$ cat config.mk
export PLATFORM = sky130hd
export DESIGN_NAME = graph_mem_arbiter
export DESIGN_NICKNAME = d
export VERILOG_FILES = /design/src/rtl/graph_mem_arbiter.sv
export SDC_FILE = /design/constraint.sdc
export NUM_CORES = 1
export LEC_CHECK = 0
export CORE_UTILIZATION = 39
export CTS_CLUSTER_DIAMETER = 50
export DETAILED_ROUTE_END_ITERATION = 7
export PLACE_DENSITY = 0.79
export SETUP_SLACK_MARGIN = 0.1
export SYNTH_ARGS = -nofsm -noshare
export SYNTH_HDL_FRONTEND = slang
export SYNTH_SLANG_ARGS = --single-unit
$ cat constraint.sdc
create_clock -name clk_in -period 4.1 [get_ports clk_in]
set_input_delay 1.025 -clock clk_in [delete_from_list [all_inputs] [get_ports clk_in]]
set_output_delay 1.025 -clock clk_in [all_outputs]
set_load 0.03 [all_outputs]
$ cat src/rtl/graph_mem_arbiter.sv
`default_nettype none
// ============================================================================
// Module   : graph_mem_arbiter
// Purpose  : Round-robin sharing of one fixed-latency BRAM read port among
//            NUM_REQ {tag,addr} request streams. Responses are routed back to
//            the issuer through an in-flight ID pipeline. A drain controller
//            quiesces the port for reconfiguration or a frontier switch.
// Revision : 1.0 - initial release
// ============================================================================
module graph_mem_arbiter #(
   parameter int NUM_REQ     = 2,
   parameter int ADDR_W      = 32,
   parameter int TAG_W       = 4,
   parameter int DATA_W      = 32,
   parameter int MEM_LATENCY = 2
) (
   input  logic                              clk_in,
   input  logic                              rst_in,
   input  logic [NUM_REQ-1:0]                req_valid_in,
   input  logic [NUM_REQ*(TAG_W+ADDR_W)-1:0] req_in,
   output logic [NUM_REQ-1:0]                req_ready_out,
   output logic                              mem_en_out,
   output logic [ADDR_W-1:0]                 mem_addr_out,
   input  logic [DATA_W-1:0]                 mem_rdata_in,
   output logic [NUM_REQ-1:0]                rsp_valid_out,
   output logic [TAG_W+DATA_W-1:0]           rsp_out,
   input  logic                              drain_in,
   output logic                              drained_out,
   output logic                              idle_out
);

   // Requester i occupies req_in[i*c_req_w +: c_req_w] as {tag, addr}
   localparam int c_rw    = $clog2(NUM_REQ);
   localparam int c_req_w = TAG_W + ADDR_W;
   localparam int c_depth = MEM_LATENCY + 1;

   typedef enum logic [1:0] {
      S_RUN     = 2'd0,
      S_DRAIN   = 2'd1,
      S_DRAINED = 2'd2
   } state_t;

   state_t               r_state;
   state_t               w_state_nxt;
   logic                 w_grant_en;
   logic [c_rw-1:0]      r_ptr;
   logic                 w_any_vld;
   logic                 w_hi_vld;
   logic [c_rw-1:0]      w_lo;
   logic [c_rw-1:0]      w_hi;
   logic [c_rw-1:0]      w_winner;
   logic                 w_grant;
   logic [c_req_w-1:0]   w_req_sel;
   logic                 w_pipe_empty;

   logic                 r_mem_en;
   logic [ADDR_W-1:0]    r_mem_addr;
   logic [c_depth-1:0]   r_pipe_vld;
   logic [c_rw-1:0]      r_pipe_id  [c_depth];
   logic [TAG_W-1:0]     r_pipe_tag [c_depth];
   logic [NUM_REQ-1:0]   r_rsp_vld;
   logic [TAG_W+DATA_W-1:0] r_rsp_data;

   assign w_pipe_empty = ~|r_pipe_vld;

   // Round-robin pick: lowest valid index >= ptr, else lowest valid index overall
   always_comb begin
      w_any_vld = 1'b0;
      w_hi_vld  = 1'b0;
      w_lo      = '0;
      w_hi      = '0;
      for (int i = NUM_REQ - 1; i >= 0; i--) begin
         if (req_valid_in[i]) begin
            w_any_vld = 1'b1;
            w_lo      = c_rw'(i);
         end
         if (req_valid_in[i] && (c_rw'(i) >= r_ptr)) begin
            w_hi_vld = 1'b1;
            w_hi     = c_rw'(i);
         end
      end
      w_winner = w_hi_vld ? w_hi : w_lo;
   end

   assign w_grant   = w_any_vld & w_grant_en;
   assign w_req_sel = req_in[w_winner*c_req_w +: c_req_w];

   // One-hot ready to the winner; depends only on valids and FSM state
   always_comb begin
      req_ready_out = '0;
      if (w_grant) begin
         req_ready_out[w_winner] = 1'b1;
      end
   end

   // Drain FSM next state; grants are only allowed in RUN with drain_in low
   always_comb begin
      w_state_nxt = r_state;
      w_grant_en  = 1'b0;
      case (r_state)
         S_RUN: begin
            if (drain_in) w_state_nxt = S_DRAIN;
            else          w_grant_en  = 1'b1;
         end
         S_DRAIN: begin
            // An empty pipeline means the last response (if any) leaves the
            // output register at this edge, so DRAINED starts fully quiet.
            if (!drain_in)         w_state_nxt = S_RUN;
            else if (w_pipe_empty) w_state_nxt = S_DRAINED;
         end
         S_DRAINED: begin
            if (!drain_in) w_state_nxt = S_RUN;
         end
         default: w_state_nxt = S_RUN;
      endcase
   end

   // State register and round-robin pointer
   always_ff @(posedge clk_in or posedge rst_in) begin
      if (rst_in) begin
         r_state <= S_RUN;
         r_ptr   <= '0;
      end else begin
         r_state <= w_state_nxt;
         if (w_grant) begin
            r_ptr <= (w_winner == c_rw'(NUM_REQ - 1)) ? '0 : w_winner + c_rw'(1);
         end
      end
   end

   // Issue register: address holds its last value when nothing is granted
   always_ff @(posedge clk_in or posedge rst_in) begin
      if (rst_in) begin
         r_mem_en   <= 1'b0;
         r_mem_addr <= '0;
      end else begin
         r_mem_en <= w_grant;
         if (w_grant) begin
            r_mem_addr <= w_req_sel[ADDR_W-1:0];
         end
      end
   end

   // In-flight ID pipeline, aligned so the last stage meets mem_rdata_in
   always_ff @(posedge clk_in or posedge rst_in) begin
      if (rst_in) begin
         r_pipe_vld <= '0;
         for (int k = 0; k < c_depth; k++) begin
            r_pipe_id[k]  <= '0;
            r_pipe_tag[k] <= '0;
         end
      end else begin
         r_pipe_vld[0] <= w_grant;
         r_pipe_id[0]  <= w_winner;
         r_pipe_tag[0] <= w_req_sel[c_req_w-1:ADDR_W];
         for (int k = 1; k < c_depth; k++) begin
            r_pipe_vld[k] <= r_pipe_vld[k-1];
            r_pipe_id[k]  <= r_pipe_id[k-1];
            r_pipe_tag[k] <= r_pipe_tag[k-1];
         end
      end
   end

   // Response register: one-hot valid, payload held while no response
   always_ff @(posedge clk_in or posedge rst_in) begin
      if (rst_in) begin
         r_rsp_vld  <= '0;
         r_rsp_data <= '0;
      end else begin
         r_rsp_vld <= '0;
         if (r_pipe_vld[MEM_LATENCY]) begin
            r_rsp_vld[r_pipe_id[MEM_LATENCY]] <= 1'b1;
            r_rsp_data <= {r_pipe_tag[MEM_LATENCY], mem_rdata_in};
         end
      end
   end

   assign mem_en_out    = r_mem_en;
   assign mem_addr_out  = r_mem_addr;
   assign rsp_valid_out = r_rsp_vld;
   assign rsp_out       = r_rsp_data;
   assign drained_out   = (r_state == S_DRAINED);
   assign idle_out      = w_pipe_empty;

endmodule
`default_nettype wire

; ---- Yosys cells after proc, flatten, opt, wreduce, memory -nomap -nowiden
; Index checks and enable logic that the tools add are counted.
[op_classes]
multipliers = 1
mux = 21
shifts = 1
reduce_logical = 8
bitwise = 1
order_cmp = 6
eq_ne = 5
add_sub_neg = 1
[op_table]
columns = op, n
row1 = $shiftx 72x8->36, 1
row2 = $mux 1, 12
row3 = $mux 2, 6
row4 = $pmux 2 s3, 1
row5 = $mul 1x4->5 const B, 1
row6 = $logic_and 1x1->1, 4
row7 = $lt 1x2->1 const B, 2
row8 = $ne 2x2->1 const B, 2
row9 = $ne 3x3->1 const B, 1
row10 = $reduce_and 3->1, 1
row11 = $reduce_or 3->1, 1
row12 = $demux 1 s1, 2
row13 = $eq 2x1->1 const B, 1
row14 = $eq 2x2->1 const B, 1
row15 = $ge 1x1->1 const A, 2
row16 = $ge 1x1->1 const B, 2
row17 = $logic_not 2->1, 1
row18 = $add 1x1->1 const B, 1
row19 = $and 1x1->1, 1
row20 = $logic_not 1->1, 1
[word_totals]
regBits = 92
word_cells = 57

; ---- Longest topological paths before layout
; Gate-level depths: netlist of the first run.
[depth]
word_depth = 10
depth_mapped = 5
mapped_depth_nobuf = 3

; ---- Least setup slack after synthesis of the first run
; Ideal clock, no wire load.
[synth_path]
kind = input -> output
from = in drain_in
to = out req_ready_out[1]
setup_slack_ps = 1355
t_arrival_ps = 1720
stages = 3
n_path_buf = 1
cell_sequence = nor3_4 > o211a_1 > buf_4
[synth_via]
elab_chain_len = 4
[synth_lines]
columns = element, line
row1 = "start, declared", 27  ; input logic drain_in,
row2 = $mux 1, 102  ; if (drain_in) w_state_nxt = S_DRAIN;
row3 = $mux 1, 100  ; case (r_state)
row4 = $and 1x1->1, 85  ; assign w_grant = w_any_vld & w_grant_en;
row5 = $mux 2, 91  ; if (w_grant) begin
row6 = "end, declared", 21  ; output logic [NUM_REQ-1:0] req_ready_out,
; Every way passes these cells.

; ---- Final worst setup path of the first run
[layout_path]
from = in drain_in
to = out req_ready_out[0]
; Same word-level chain as after synthesis.

==> out/qor.yml, run 1 <==
cts_buffer_depth: 2
critPathLaunchType: "input pin"
fin_crit_sh: 0.863
post_cts_buffers: 0
n_antenna_cell: 0
path_depth: 4
yosysMostFrequentCell: "dfrtp_1"
dpl.hpwl_um: 6050
syn-num-nets: 342
drv_cap: 0
gp_congestion: 0.831
cts.clk_slew.worst_paths_ns: 0.09
slew_viol_final: 0
antenna_found_initial: 0
detailroute.via_count: 2652
vias_per_cell: 5.03
hold_viol_final: 0
swShare: 0.362
rows: 34
drc: 0
synthArstFlopShare: 1.00
seq_area_frac_synth: 0.647
initialDrtViolationCount: 91
r2r_setup_slack_ns: 2.17
clock_latency_ns: 0.35
regToRegStartpoint: "r_state[0]"
overflow: 0
final_cells: 527
place_inst: 511
crit_end: "req_ready_out[0]"
powerDensity_nw_per_um2: 619
combPwrFrac: 0.448
dieArea_sq_um: 9410
postPlaceCellArea_sq_um: 5410
pin_count: 184
area_growth_syn_to_layout_pct: 59.2
cts_hold_buf: 0
period_minus_slack_ns: 3.54
tightest_slew_ns: 1.07
drive_above_1_share: 0.153
p_switching_mw: 1.26
wl_per_cell_um: 16.3
slowest_stage: "nor3_4"
htreeDepth: 3
port_buffers: 183
cts_resized: 0
p_leak_nw: 2.34
cp.required_ns: 3.07
grt_pass1_wl_um: 14000
core_area_sq_um: 8720
fin_nets: 523
p_clk_frac: 0.177
grt_max_degree: 92
tritoncts: "built"
clkSinkCount: 91
finClkSkew_ns: 0.0148
crit_type: "in2out"
peakVddDrop_uv: 286
outcome: "completed"
fin_area_sq_um: 5610
die_y_um: 97.0
yosys.area.top_type: "dfrtp_1"
grt_pass1_vias: 2833
cpLargestDelayFamily: "simple AND/OR/NAND/NOR gates"
synth_ff_type: "dfrtp_1"
rsz0062_at_grt: "no"
die_x_um: 97.0
fmax_ghz: 0.283
critPathCaptureType: "output port"
synth_edf_count: 0
dr.pass1.iters: 4
synth_common_cells: "91 x dfrtp_1, 40 x mux2_2, 32 x a221o_1"
rr_worst_depth: 4
ys_seq_elements: 91
finalWirelength_um: 8600
yosys_warnings: 0
numCtsBuffers: 9
grt_use_total: 0.186
synth.area.top_cells: "dfrtp_1 65%, mux2_2 13%, a221o_1 9.1%, a21boi_0 6.6%, buf_6 1.3%"
regArea_sq_um: 2280
slew-limit-headroom: 0.283
yosys.area.top_type_share: 0.647
r2r_end: "mem_addr_out[15]"
worstSetupStartpoint: "drain_in"
cts_root_buf: "clkbuf_8"
hp-class: "reg2reg"
path_buf_inv: 2
arrival_ns: 2.51
syn-instance-count: 233
cp_slowest_stage_delay_ns: 0.54
synth_cell_types: 24
cp_max_fo: 15
final-setup-viol-count: 0
power.internal_mw: 2.21
synth_area_sq_um: 3520
sequentialPowerShare: 0.375
fillCellCount: 696
crit_chain: "clkdlybuf4s50_1, nor3_4, and3_1, buf_4"
avgSynthCellArea_sq_um: 15.1
multi_input_area_sq_um: 1120
start_util: 0.404
ant_nets: 0
fin_tns_setup_ns: 0
## worst min path at each step
stage	from	to	slack (ns)	cells after the start
4_1_cts	r_pipe_tag[5]	r_pipe_tag[1]	0.36	0
5_1_grt	r_pipe_id[2]	r_pipe_id[1]	0.37	0
3_3_place_gp	r_pipe_tag[6]	r_pipe_tag[2]	0.33	0
2_1_floorplan	r_pipe_id[1]	r_pipe_id[0]	0.33	0
3_5_place_dp	r_pipe_tag[5]	r_pipe_tag[1]	0.33	0
6_report	r_pipe_tag[5]	r_pipe_tag[1]	0.35	0
## logic make-up after synthesis
kind of cell,share of synthesized area
buf+inv,0.0359
simple gates,0.0213
compound gates,0.168
mux,0.128
flops,0.647
## layout make-up
| type | count | share of cell area |
|---|---|---|
| sequential | 91 | 0.406 |
| clock buffer | 11 | 0.0252 |
| tap | 108 | 0.0241 |
| inverter | 4 | 0.00312 |
| timing repair buffer | 187 | 0.331 |
| multi-input combinational | 121 | 0.199 |
| clock inverter | 5 | 0.0109 |
## power groups by stage
stage / clock network, mW / registers, mW / logic, mW
floorplan: 0 / 1.80 / 0.386
global placement: 0 / 1.31 / 1.55
detailed placement: 0 / 1.31 / 1.57
CTS: 0.632 / 1.30 / 1.57
global route: 0.669 / 1.34 / 1.63
finish: 0.614 / 1.30 / 1.55
## through the flow
stage	setup WS, ns	util	total power [mW]	hold WS, ns
6_report	0.561	0.643	3.47	0.354
5_1_grt	0.504	0.643	3.64	0.366
4_1_cts	0.561	0.643	3.51	0.356
3_5_place_dp	0.564	0.620	2.89	0.335
3_3_place_gp	0.615	0.620	2.86	0.331
2_1_floorplan	0.711	-	2.18	0.331
## state kept, by name (all words and copies together), names as in the netlist
| signal | flops |
|---|---|
| mem_addr_out | 32 |
| r_pipe_id | 3 |
| r_pipe_tag | 12 |
| r_pipe_vld | 3 |
| r_ptr | 1 |
| r_state | 2 |
| rsp_out | 36 |
| rsp_valid_out | 2 |
## layout by cell type (no fill, tap or decap), drive strengths merged
cell             n
clkdlybuf4s50  181
dfrtp           91
mux2            40
a221o           32
a21boi          32
clkbuf          11
buf              6
inv              5
nand2            4
clkinvlp         3
nor3             2
o21ai            2
or2              1
and3             1
o211a            1
nand2b           1
a21oi            1
nor2b            1
and2             1
and2b            1
a21o             1
bufinv           1
## routing by layer
metal	track usage	routed length [um]	vias to the layer above
met1	0.236	3670	1281
met2	0.308	4180	131
met3	0.0506	625	11
met4	0.0643	125	0
met5	0	0	-
li1	-	-	1229
(Power assumes the default switching activity.)
==> inputs of run 2 (changes only) <==
--- a/config.mk
+++ b/config.mk
@@ -8,6 +8,7 @@
 export CORE_UTILIZATION = 39
 export CTS_CLUSTER_DIAMETER = 50
 export DETAILED_ROUTE_END_ITERATION = 7
+export GPL_TIMING_DRIVEN = 0
 export PLACE_DENSITY = 0.79
 export SETUP_SLACK_MARGIN = 0.1
 export SYNTH_ARGS = -nofsm -noshare
==> constraint.sdc (replaced) <==
create_clock -name clk_in -period 4.1 [get_ports clk_in]
set_input_delay 0.82 -clock clk_in [delete_from_list [all_inputs] [get_ports clk_in]]
set_output_delay 0.82 -clock clk_in [all_outputs]
set_load 0.03 [all_outputs]
==> out/qor.yml, run 2 (synthesized netlist as in run 1, its figures left out) <==
outcome: "completed"  # unchanged
detailroute.via_count: 2717  # was 2652
grt_max_degree: 70  # was 92
tritoncts: "built"  # unchanged
period_minus_slack_ns: 3.67  # was 3.54 ns
post_cts_buffers: 0  # unchanged
clock_latency_ns: 0.35  # about the same
clkSinkCount: 91  # unchanged
pin_count: 184  # unchanged
arrival_ns: 2.85  # was 2.51 ns
cp_max_fo: 10  # was 15
crit_path_frequent_cell: "clkdlybuf4s50_1"
postPlaceCellArea_sq_um: 5520  # was 5410 sq um
fmax_ghz: 0.272  # was 0.283 GHz
grt_pass1_wl_um: 14200  # was 14000 um
pre_cts_slack_ns: 0.407  # was 0.564 ns
port_buffers: 183  # unchanged
critPathLaunchType: "input pin"  # unchanged
drc: 0  # unchanged
worst_slack_ns: 0.428  # was 0.561 ns
finClkSkew_ns: 0.00954  # was 0.0148 ns
final_common_cell: "clkdlybuf4s50_1"  # unchanged
use_met3: 0.0585  # was 0.0506
dr.pass1.iters: 4  # unchanged
gp_congestion: 0.771  # was 0.831
htreeDepth: 3  # unchanged
numCtsBuffers: 9  # unchanged
use_met2: 0.306  # was 0.308
p_leak_nw: 2.40  # was 2.34 nW
grt_pass1_vias: 2992  # was 2833
vias_per_cell: 5.02  # was 5.03
met1_usage: 0.240  # was 0.236
fin_area_sq_um: 5730  # was 5610 sq um
crit_type: "in2out"  # unchanged
crit_chain: "clkdlybuf4s50_1, nor3_4, o211a_1, buf_4, clkdlybuf4s50_1"  # was clkdlybuf4s50_1, nor3_4, and3_1, buf_4
start_util: 0.404  # unchanged
fin_tns_setup_ns: 0  # unchanged
drv_cap: 0  # unchanged
critPathCaptureType: "output port"  # unchanged
area_growth_syn_to_layout_pct: 62.6  # was 59.2%
powerDensity_nw_per_um2: 610  # was 619 nW/um^2
grt_use_total: 0.190  # was 0.186
cp_slowest_stage_delay_ns: 0.68  # was 0.54 ns
cp.required_ns: 3.28  # was 3.07 ns
layout_common_cells: "183 x clkdlybuf4s50_1, 91 x dfrtp_1, 40 x mux2_2, 32 x a221o_1, 31 x a21boi_0"  # was 181 x clkdlybuf4s50_1, 91 x dfrtp_1, 40 x mux2_2, 32 x a221o_1, 31 x a21boi_0
hp-class: "reg2reg"  # unchanged
cts_hold_buf: 0  # unchanged
fin_crit_sh: 0.896  # was 0.863
rsz0062_at_grt: "no"  # unchanged
slowest_stage: "clkdlybuf4s50_1"  # was nor3_4
path_buf_inv: 3  # was 2
tightest_slew_ns: 0.529  # was 1.07 ns
slew-limit-headroom: 0.647  # was 0.283
ant_nets: 0  # unchanged
cts_root_buf: "clkbuf_8"  # unchanged
initialDrtViolationCount: 56  # was 91
fin_nets: 537  # was 523
cts_buffer_depth: 2  # unchanged
cts_resized: 0  # unchanged
dieArea_sq_um: 9410  # unchanged
dpl.hpwl_um: 6430  # was 6050 um
busiest_layer: "met2"  # unchanged
rows: 34  # unchanged
overflow: 0  # unchanged
antenna_found_initial: 0  # unchanged
largest_register_ffs: 36  # unchanged
hold_viol_final: 0  # unchanged
holdWs_ns: 0.351  # was 0.354 ns
core_area_sq_um: 8720  # unchanged
cts.clk_slew.worst_paths_ns: 0.10  # was 0.09 ns
wl_per_cell_um: 15.8  # was 16.3 um
die_x_um: 97.0  # unchanged
finalWirelength_um: 8540  # was 8600 um
peakVddDrop_uv: 321  # was 286 uV
drive_above_1_share: 0.166  # was 0.153
cpLargestDelayFamily: "buffers and inverters"  # was simple AND/OR/NAND/NOR gates
slew_viol_final: 0  # unchanged
final-setup-viol-count: 0  # unchanged
n_antenna_cell: 0  # unchanged
die_y_um: 97.0  # unchanged
-- run 2: cell type report --
type                       count  area [sq um]
buffer                        17           111
clock inverter                 7          82.6
multi-input combinational    121          1120
clock buffer                   9           124
inverter                       4          17.5
sequential                    91          2280
tap                          108           135
timing repair buffer         184          1860
fill                         664          3000
-- run 2: worst paths after layout --
| path | start | to | slack (ns) | depth (start not counted) |
|---|---|---|---|---|
| worst max-delay path | drain_in | req_ready_out[1] | 0.43 | 5 |
| worst min-delay path | r_pipe_id[2] | r_pipe_id[1] | 0.35 | 0 |
| worst max register to register | r_state[0] | mem_addr_out[10] | 2.52 | 4 |
| worst min register to register | r_pipe_id[2] | r_pipe_id[1] | 0.35 | 0 |
| max in group asynchronous | rst_in | mem_addr_out[4] | 2.69 | 3 |
| min in group asynchronous | rst_in | rsp_out[9] | 0.78 | 2 |
-- run 2: per-layer routing --
layer,share of wire,up-vias
li1,-,1263
met1,0.42,1314
met2,0.49,125
met3,0.071,15
met4,0.020,0
met5,0,-
-- run 2: per-stage QoR --
| stage | util | cells | power (mW) |
|---|---|---|---|
| after floorplan | - | 233 | 2.18 |
| after global placement | 0.629 | 524 | 2.87 |
| after detailed placement | 0.633 | 525 | 2.90 |
| after CTS | 0.657 | 541 | 3.54 |
| after global routing | 0.657 | 541 | 3.67 |
| final | 0.657 | 541 | 3.49 |
-- run 2: power by group --
part           switching (mW)  internal (mW)
Clock                   0.327          0.291
Sequential              0.134           1.16
Combinational           0.812          0.762
Total                    1.27           2.22
